--- config.mk ---
export PLATFORM = sky130hd
export DESIGN_NAME = mem_arbiter_flat
export DESIGN_NICKNAME = d
export VERILOG_FILES = /design/src/rtl/mem_arbiter_if.sv /design/src/rtl/mem_arbiter.sv /design/src/flat_wrapper.sv
export SDC_FILE = /design/constraint.sdc
export NUM_CORES = 1
export LEC_CHECK = 0
export ABC_AREA = 1
export ABC_CLOCK_PERIOD_IN_PS = 1720
export CAP_MARGIN = 20
export CORE_UTILIZATION = 35
export CTS_BUF_LIST = sky130_fd_sc_hd__clkbuf_16
export DETAILED_ROUTE_END_ITERATION = 16
export GPL_ROUTABILITY_DRIVEN = 0
export PLACE_DENSITY = 0.9
export SLEW_MARGIN = 20
export SYNTH_ARGS = -nofsm -noshare
export SYNTH_HDL_FRONTEND = slang
export SYNTH_SLANG_ARGS = --single-unit
--- constraint.sdc ---
create_clock -name clock -period 1.72 [get_ports clock]
set_input_delay 0.43 -clock clock [delete_from_list [all_inputs] [get_ports clock]]
set_output_delay 0.43 -clock clock [all_outputs]
set_load 0.02 [all_outputs]
--- src/rtl/mem_arbiter_if.sv ---
`timescale 1ns/1ps
`default_nettype none
// +--------------------------------------------------------------------------+
// | Module   : mem_arbiter_if                                                |
// | Brief    : Fetch, data and memory-side bus bundle for mem_arbiter.       |
// | Revision : 1.0                                                           |
// +--------------------------------------------------------------------------+
interface mem_arbiter_if #(
   parameter int AW = 32,
   parameter int DW = 32
);
   logic          i_req;
   logic [AW-1:0] i_addr;
   logic [DW-1:0] i_rdata;
   logic          i_ack;
   logic          d_req;
   logic          d_we;
   logic [AW-1:0] d_addr;
   logic [DW-1:0] d_wdata;
   logic [DW-1:0] d_rdata;
   logic          d_ack;
   logic          m_ren;
   logic          m_wen;
   logic [AW-1:0] m_addr;
   logic [DW-1:0] m_wdata;
   logic [DW-1:0] m_rdata;

   // Arbiter side
   modport slave (
      input  i_req, i_addr, d_req, d_we, d_addr, d_wdata, m_rdata,
      output i_rdata, i_ack, d_rdata, d_ack, m_ren, m_wen, m_addr, m_wdata
   );

   // Requester / memory side
   modport master (
      output i_req, i_addr, d_req, d_we, d_addr, d_wdata, m_rdata,
      input  i_rdata, i_ack, d_rdata, d_ack, m_ren, m_wen, m_addr, m_wdata
   );
endinterface
`default_nettype wire

--- src/rtl/mem_arbiter.sv ---
`timescale 1ns/1ps
`default_nettype none
// +--------------------------------------------------------------------------+
// | Module   : mem_arbiter                                                   |
// | Brief    : Two-port (fetch/data) arbiter onto one memory, D-priority     |
// |            with a fetch starvation guard. MEMARB_PERF_EN adds counters.  |
// | Revision : 1.0                                                           |
// +--------------------------------------------------------------------------+
module mem_arbiter #(
   parameter int AW      = 32,
   parameter int DW      = 32,
   parameter int MEM_LAT = 1
) (
   input  wire logic      clock,
   input  wire logic      reset,
   mem_arbiter_if.slave   bus,
   output logic           conflict
`ifdef MEMARB_PERF_EN
   ,
   output logic [31:0]    perf_i_cnt,
   output logic [31:0]    perf_d_cnt,
   output logic [31:0]    perf_conf_cnt
`endif
);

   typedef enum logic [0:0] {
      S_IDLE = 1'b0,
      S_WAIT = 1'b1
   } state_t;

   localparam logic [2:0] c_lat_init = 3'(MEM_LAT);
   localparam logic       c_own_i    = 1'b0;
   localparam logic       c_own_d    = 1'b1;

   state_t        r_state;
   logic          r_owner;
   logic [2:0]    r_lat;
   logic          r_we;
   logic [1:0]    r_d_streak;
   logic          r_i_ack;
   logic          r_d_ack;
   logic [DW-1:0] r_i_rdata;
   logic [DW-1:0] r_d_rdata;

   logic          w_idle;
   logic          w_i_elig;
   logic          w_d_elig;
   logic          w_grant_i;
   logic          w_grant_d;
   logic          w_conflict;
   logic [AW-1:0] w_m_addr;
   logic [DW-1:0] w_m_wdata;

   // A port is ineligible in its own ack cycle so it is never re-granted there
   always_comb begin
      w_idle     = (r_state == S_IDLE);
      w_i_elig   = w_idle & bus.i_req & ~r_i_ack;
      w_d_elig   = w_idle & bus.d_req & ~r_d_ack;
      w_grant_i  = w_i_elig & (~w_d_elig | (r_d_streak == 2'd2));
      w_grant_d  = w_d_elig & ~w_grant_i;
      w_conflict = w_i_elig & w_d_elig;
      w_m_addr   = '0;
      w_m_wdata  = '0;
      if (w_grant_i) begin
         w_m_addr = bus.i_addr;
      end else if (w_grant_d) begin
         w_m_addr  = bus.d_addr;
         w_m_wdata = bus.d_wdata;
      end
   end

   assign bus.m_ren   = w_grant_i | (w_grant_d & ~bus.d_we);
   assign bus.m_wen   = w_grant_d & bus.d_we;
   assign bus.m_addr  = w_m_addr;
   assign bus.m_wdata = w_m_wdata;
   assign bus.i_ack   = r_i_ack;
   assign bus.d_ack   = r_d_ack;
   assign bus.i_rdata = r_i_rdata;
   assign bus.d_rdata = r_d_rdata;
   assign conflict    = w_conflict;

   always_ff @(posedge clock or negedge reset) begin
      if (!reset) begin
         r_state       <= S_IDLE;
         r_owner       <= c_own_i;
         r_lat         <= 3'd0;
         r_we          <= 1'b0;
         r_d_streak    <= 2'd0;
         r_i_ack       <= 1'b0;
         r_d_ack       <= 1'b0;
         r_i_rdata     <= '0;
         r_d_rdata     <= '0;
`ifdef MEMARB_PERF_EN
         perf_i_cnt    <= 32'd0;
         perf_d_cnt    <= 32'd0;
         perf_conf_cnt <= 32'd0;
`endif
      end else begin
         r_i_ack <= 1'b0;
         r_d_ack <= 1'b0;
         case (r_state)
            S_IDLE: begin
               if (w_grant_i) begin
                  r_owner    <= c_own_i;
                  r_we       <= 1'b0;
                  r_lat      <= c_lat_init;
                  r_d_streak <= 2'd0;
                  r_state    <= S_WAIT;
               end else if (w_grant_d) begin
                  r_owner <= c_own_d;
                  r_we    <= bus.d_we;
                  r_lat   <= c_lat_init;
                  r_state <= S_WAIT;
                  if (bus.i_req && (r_d_streak != 2'd2)) begin
                     r_d_streak <= r_d_streak + 2'd1;
                  end
               end
            end
            S_WAIT: begin
               r_lat <= r_lat - 3'd1;
               if (r_lat == 3'd1) begin
                  r_state <= S_IDLE;
                  if (r_owner == c_own_d) begin
                     r_d_ack <= 1'b1;
                     if (!r_we) begin
                        r_d_rdata <= bus.m_rdata;
                     end
                  end else begin
                     r_i_ack   <= 1'b1;
                     r_i_rdata <= bus.m_rdata;
                  end
               end
            end
            default: r_state <= S_IDLE;
         endcase
`ifdef MEMARB_PERF_EN
         if (w_grant_i)  perf_i_cnt    <= perf_i_cnt + 32'd1;
         if (w_grant_d)  perf_d_cnt    <= perf_d_cnt + 32'd1;
         if (w_conflict) perf_conf_cnt <= perf_conf_cnt + 32'd1;
`endif
      end
   end

endmodule
`default_nettype wire
--- src/flat_wrapper.sv ---
// flat-port wrapper written by rule: the top's interface ports become plain ports
module mem_arbiter_flat 
#(
   parameter int AW      = 32,
   parameter int DW      = 32,
   parameter int MEM_LAT = 1
)
  (clock, reset, conflict, bus_i_req, bus_i_addr, bus_d_req, bus_d_we, bus_d_addr, bus_d_wdata, bus_m_rdata, bus_i_rdata, bus_i_ack, bus_d_rdata, bus_d_ack, bus_m_ren, bus_m_wen, bus_m_addr, bus_m_wdata);
  mem_arbiter_if #(.AW(AW), .DW(DW)) bus_i ();
  input  wire logic clock;
  input  wire logic reset;
  output logic conflict;
  input wire logic [$bits(bus_i.i_req)-1:0] bus_i_req;
  input wire logic [$bits(bus_i.i_addr)-1:0] bus_i_addr;
  input wire logic [$bits(bus_i.d_req)-1:0] bus_d_req;
  input wire logic [$bits(bus_i.d_we)-1:0] bus_d_we;
  input wire logic [$bits(bus_i.d_addr)-1:0] bus_d_addr;
  input wire logic [$bits(bus_i.d_wdata)-1:0] bus_d_wdata;
  input wire logic [$bits(bus_i.m_rdata)-1:0] bus_m_rdata;
  output wire logic [$bits(bus_i.i_rdata)-1:0] bus_i_rdata;
  output wire logic [$bits(bus_i.i_ack)-1:0] bus_i_ack;
  output wire logic [$bits(bus_i.d_rdata)-1:0] bus_d_rdata;
  output wire logic [$bits(bus_i.d_ack)-1:0] bus_d_ack;
  output wire logic [$bits(bus_i.m_ren)-1:0] bus_m_ren;
  output wire logic [$bits(bus_i.m_wen)-1:0] bus_m_wen;
  output wire logic [$bits(bus_i.m_addr)-1:0] bus_m_addr;
  output wire logic [$bits(bus_i.m_wdata)-1:0] bus_m_wdata;
  assign bus_i.i_req = bus_i_req;
  assign bus_i.i_addr = bus_i_addr;
  assign bus_i.d_req = bus_d_req;
  assign bus_i.d_we = bus_d_we;
  assign bus_i.d_addr = bus_d_addr;
  assign bus_i.d_wdata = bus_d_wdata;
  assign bus_i.m_rdata = bus_m_rdata;
  assign bus_i_rdata = bus_i.i_rdata;
  assign bus_i_ack = bus_i.i_ack;
  assign bus_d_rdata = bus_i.d_rdata;
  assign bus_d_ack = bus_i.d_ack;
  assign bus_m_ren = bus_i.m_ren;
  assign bus_m_wen = bus_i.m_wen;
  assign bus_m_addr = bus_i.m_addr;
  assign bus_m_wdata = bus_i.m_wdata;
  mem_arbiter #(.AW(AW), .DW(DW), .MEM_LAT(MEM_LAT)) u_core (.clock(clock), .reset(reset), .bus(bus_i), .conflict(conflict));
endmodule
# After elaboration in Yosys (flattened, before gate mapping)
# Index checks and enable logic that the tools add are counted.
# classes
add_sub_neg,2
multipliers,0
div_mod_pow,0
n_lt_le_gt_ge,0
eq_ne,4
n_shift,0
n_mux,24
n_bitwise,19
n_reduce_logical,7
# op_table
operator,count
$mux 32,4
$mux 1,13
$and 1x1->1,9
$not 1->1,8
$mux 2,3
$mux 3,2
$pmux 3 s2,1
$reduce_and 3->1,2
$reduce_and 4->1,1
$reduce_bool 2->1,2
$eq 3x1->1 const B,1
$ne 3x3->1 const B,1
$sub 3x1->3 const B,1
$add 2x1->2 const B,1
$eq 2x2->1 const B,1
$ne 2x2->1 const B,1
$or 1x1->1,2
$pmux 1 s2,1
$reduce_and 2->1,1
$logic_and 1x1->1,1
# totals
ff_bits,74
latchBits,0
ramBits,0
mem_bits_ro,0
inputBits,133
output_inout_bits,133
memories,0

# Logic depth before layout (Yosys ltp)
# depth
word_depth,11
depth_mapped,9
depth_no_buf,8

# Worst setup path before layout
# Ideal clock, no wire load.
# synth_path
path_type,reg2out
startpoint,register u_core.r_d_streak[0]
endpoint,output bus_m_wdata[10]
arrival_ps,1400
slack_ps,-110
path_stages_with_launch,9
cell_sequence,dfrtp_1 inv_1 ha_1 inv_1 nand3_2 nand2_4 nand2_2 buf_4 nor2_1
# synth_via
elab_chain_cells,7
# synth_rtl
item,line_no,text
"start, declared",mem_arbiter.sv:39,logic [1:0] r_d_streak;
"start signal, assigned",mem_arbiter.sv:115,r_d_streak <= r_d_streak + 2'd1;
$eq 2x2->1 (*),mem_arbiter.sv:59,w_grant_i = w_i_elig & (~w_d_elig | (r_d_streak == 2'd2));
$or 1x1->1 (*),mem_arbiter.sv:59,
$and 1x1->1 (*),mem_arbiter.sv:59,
$not 1->1,mem_arbiter.sv:60,w_grant_d = w_d_elig & ~w_grant_i;
$and 1x1->1,mem_arbiter.sv:60,
$mux 32,mem_arbiter.sv:66,end else if (w_grant_d) begin
$mux 32 (*),mem_arbiter.sv:64,if (w_grant_i) begin
"end, declared",flat_wrapper.sv:27,output wire logic [$bits(bus_i.m_wdata)-1:0] bus_m_wdata;
# Mark *: on every way between the ends. The rest lies on a longest branch, timed or not.

# Final worst setup path
# layout_path
startpoint,register u_core.r_d_streak[1]
endpoint,output bus_m_addr[26]
# layout_via
elab_chain_cells,7
# layout_rtl
item,line_no,text
$eq 2x2->1 (*),mem_arbiter.sv:59,
$or 1x1->1 (*),mem_arbiter.sv:59,
$and 1x1->1 (*),mem_arbiter.sv:59,
$not 1->1,mem_arbiter.sv:60,
$and 1x1->1,mem_arbiter.sv:60,
$mux 32,mem_arbiter.sv:66,
$mux 32 (*),mem_arbiter.sv:64,
"end, declared",flat_wrapper.sv:26,output wire logic [$bits(bus_i.m_addr)-1:0] bus_m_addr;
# Marks and branches as above.

==> flow_results.org <==
** STA
- Minimum setup slack in the final design :: -0.479 ns
- Counting I/O delays and the setup requirement, the final critical path takes 2.20 ns.
- F_max :: 455 MHz
- Setup repair after global routing missed its margin :: true
- Slew Limit Fails :: 0
- Final Setup Violations :: 67
- Final cycle utilization of the critical path :: 128%
- Slew at the pin closest to its max-slew limit :: 0.349 ns
- Clock skew after layout :: 0.0136 ns
- Max-slew headroom :: 76.7%
- The number of hold-slack violations in the final timing report is 0.

** Run status
- The final reports fail on setup timing.
- Outcome :: complete, but fails checks

** Power and ir drop
- Leakage dissipation :: 3.82 nW
- Cell area power density :: around 1700 mW/mm^2
- The worst-case IR drop observed on VDD is 0.00110 V.

** Floorplan
- The floorplan step defined a core boundary enclosing 0.0103 sq mm.
- The die is 105 um tall.
- Once the floorplan was initialized, standard cells occupied 35.8% of the core.
- Number of placement rows :: 37
- Die Wd :: 105 um
- The floorplan step defined a die boundary enclosing 0.0109 sq mm.
- Num ports :: 266

** Final layout
- Register cell area after layout :: ~0.0019 sq mm
- Area overhead of the layout relative to synthesis :: 96.3%
- Number of fillers in the final layout :: 807
- Most common cell after layout, fill and taps aside :: sky130_fd_sc_hd__clkdlybuf4s50_1
- Total area of multi-input combinational cells :: 0.00153 sq mm
- Proportion of layout cells with a drive suffix above 1 :: 23.5%
- In the layout the commonest cells are sky130_fd_sc_hd__clkdlybuf4s50_1 (129), sky130_fd_sc_hd__nand2_1 (121), sky130_fd_sc_hd__dfrtp_1 (74), sky130_fd_sc_hd__inv_1 (72), sky130_fd_sc_hd__o21ai_0 (67).
- For this run, the number of standard cells in the final layout without fillers is 911.
- Post-layout net count :: 905
- Cells fill 70.3% of the core in the end.

** CTS
- Clock Latency Late Sink :: 0.33 ns
- Clock tree synthesis inserted a total of 9 buffers.
- Number of sinks handled by clock tree synthesis :: 74
- CTS root buf :: sky130_fd_sc_hd__clkbuf_16
- The H-tree was split into 3 levels.
- TritonCTS clock tree :: done
- Clock-pin slew was measured on the worst setup and hold paths at roughly 0.070 ns.
- The clock passes through at most 2 buffers.

** GRT
- Global-route wire length before repair :: about 22 mm
- Sum of overflow across all layers after global routing :: 0
- Pin count of the biggest net entering global routing :: 58
- The via count of the first global-routing pass came to 4497.
- Initial antenna violation count :: 1
- Global routing consumed, over all layers together, 26.0% of the routing resources.

** Synthesis
- Cell count after synthesis :: 479
- After synthesis, the largest family of logic cells by area is simple AND/OR/NAND/NOR gates.
- Cell area after technology mapping :: roughly 0.0037 sq mm
- Counting flops and latches in the post-synthesis netlist gives 74.
- Synth unique cells :: 22
- The synthesized netlist devotes 9.25% of its cell area to compound gates.
- Syn. warnings :: 0
- Synth Area in Simple Gates :: 26.1%
- Of the synthesized area, sequential elements account for 50.3%.
- Mapped Nets :: about 620
- After synthesis, the mean cell area works out to ~7.7 sq um.
- Multiplexer cells account for 0% of the synthesized area.
- Adder-cell area share of the yosys netlist :: roughly 1.0%
- XOR/XNOR share of the synthesized area :: 0%

** Setup path
- Walking the worst path, the cells encountered are ha_2, inv_2, nand3_4, nand2_8, inv_8, buf_12, buf_6, nand2_2, nand2_2, buf_6.
- Kind of cell with the highest combined delay on the critical path :: buffers and inverters
- In this run the worst path has a maximum fanout of 7.
- The worst setup path is captured at an output pin.
- Cell with the biggest individual delay on the critical path :: sky130_fd_sc_hd__dfrtp_1
- WP buf/inv :: 5
- Path type of the worst setup path :: reg2out
- For the worst setup path, the data required time is 1.29 ns.
- Largest stage delay on the critical path :: 0.40 ns
- STA puts the critical path data arrival time at 1.77 ns.
- The worst setup path is launched from a flop.

** Detailed routing
- For this block, the initial DRC count from the detailed router was 317.
- Total via count in the routed design :: roughly 4300
- Final antenna-violating net count :: 0
- DR WL/cell :: 16.1 um
- Number of design rule violations left after detail routing :: 0
- After detailed routing, the number of vias per cell comes to approximately 4.7.
- After detailed routing, the total wire length is 14.7 mm.
- Detailed-router iteration count before antenna repair :: 6

** Flow run
- The tool flagged a number of max-cap violations equal to 0.

** Placed design
- Placed Cells :: 883
- Setup WS pre-CTS :: -1.07 ns
- Port buffering added 265 buffers.
- Detailed Place HPWL :: 10.6 mm

** Hold path
- The path class of the tightest hold or removal check is reg2reg.
## worst reg2reg max path, delay by kind of cell, from the launching register on
kind | cells | cell delay [ns]
AND/OR/NAND/NOR | 1 | 0.17
flip-flops | 1 | 0.38
AO/OA/AOI/OAI | 1 | 0.34
adder cells (fa/ha/maj) | 1 | 0.21
buffers and inverters | 2 | 0.37
## cells in the mapped netlist
master	count	area, sq um
sky130_fd_sc_hd__nand4_1	2	12.5
sky130_fd_sc_hd__nand4_2	1	12.5
sky130_fd_sc_hd__nand2_1	143	537
sky130_fd_sc_hd__or2_2	1	6.26
sky130_fd_sc_hd__nor2_1	36	135
sky130_fd_sc_hd__inv_2	3	11.3
sky130_fd_sc_hd__inv_4	1	6.26
sky130_fd_sc_hd__buf_2	7	35.0
sky130_fd_sc_hd__buf_4	1	7.51
sky130_fd_sc_hd__nand3_4	1	17.5
sky130_fd_sc_hd__inv_1	75	282
sky130_fd_sc_hd__ha_1	3	37.5
sky130_fd_sc_hd__nor3_1	1	5.00
sky130_fd_sc_hd__nand2_4	1	11.3
sky130_fd_sc_hd__o21ai_0	68	340
sky130_fd_sc_hd__nand3_1	37	185
sky130_fd_sc_hd__nor2_2	1	6.26
sky130_fd_sc_hd__buf_6	10	113
sky130_fd_sc_hd__nand2_2	2	12.5
sky130_fd_sc_hd__nand3_2	2	20.0
sky130_fd_sc_hd__dfrtp_1	74	1850
sky130_fd_sc_hd__clkbuf_1	9	33.8
## registers in the layout, summed over array words and instances (netlist names)
| signal | flops |
|---|---|
| u_core.r_owner | 1 |
| u_core.bus.d_ack | 1 |
| u_core.r_d_streak | 2 |
| u_core.bus.i_ack | 1 |
| u_core.r_lat | 3 |
| u_core.bus.d_rdata | 32 |
| u_core.r_state | 1 |
| u_core.bus.i_rdata | 32 |
| u_core.r_we | 1 |
## stage by stage
stage	instance area, sq um	TNS [ns]	power [mW]	hold slack, ns
final	7220	-27.38	12.6	0.479
after detailed placement	6670	-63.32	10.5	0.353
after global placement	6670	-60.77	10.2	0.347
after floorplan	3730	-2.00	6.76	0.134
after CTS	7110	-26.96	12.4	0.484
after global routing	7220	-32.70	13.3	0.506
## metal layers
metal / vias to the layer above / global-route usage, % / share of wire (%)
met2: 184 / 49.8 / 54
met1: 2028 / 26.5 / 36
li1: 2045 / - / -
met5: - / 0 / 0
met3: 38 / 5.39 / 5.9
met4: 0 / 12.4 / 3.8
## layout make-up
cell class / instances / share of cell area, %
clock buffer: 9 / 3.12
clock inverter: 7 / 1.40
antenna: 1 / 0.0347
multi-input combinational: 299 / 21.2
inverter: 79 / 4.25
timing repair buffer: 306 / 42.0
tap: 136 / 2.36
sequential: 74 / 25.6
## final timing paths
kind / start / slack (ns) / cells after the start / end
hold reg to reg: u_core.bus.d_rdata[26] / 0.48 / 2 / u_core.bus.d_rdata[26]
hold / removal: u_core.bus.d_rdata[26] / 0.48 / 2 / u_core.bus.d_rdata[26]
setup / recovery: u_core.r_d_streak[1] / -0.48 / 10 / bus_m_addr[26]
min in group asynchronous: reset / 0.58 / 2 / u_core.bus.d_rdata[7]
setup reg to reg: u_core.r_lat[1] / 0.14 / 5 / u_core.bus.i_rdata[11]
max in group asynchronous: reset / 0.61 / 3 / u_core.r_state
## logic make-up (layout without fill, tap and decap cells)
family                   after synthesis  in the layout
AND/OR/NAND/NOR                      228            228
other                                  0              1
flip-flops                            74             74
adder cells (fa/ha/maj)                3              3
buffers and inverters                106            401
AO/OA/AOI/OAI                         68             68
## power breakdown
part,switching [mW],internal (mW),total [mW]
clock,0.766,1.29,2.05
sequential,0.491,2.61,3.10
combinational,4.25,3.15,7.41
total,5.51,7.05,12.6
## what timing repair did
action	4_1_cts	5_1_grt
pin swaps	12	3
cloned	1	1
resized for setup	458	20
endpoints found under the setup margin	129	71
hold buffers	1	0
hold endpoints to repair	15	0
setup buffers	5	3
Power figures use the tool's default switching activity.
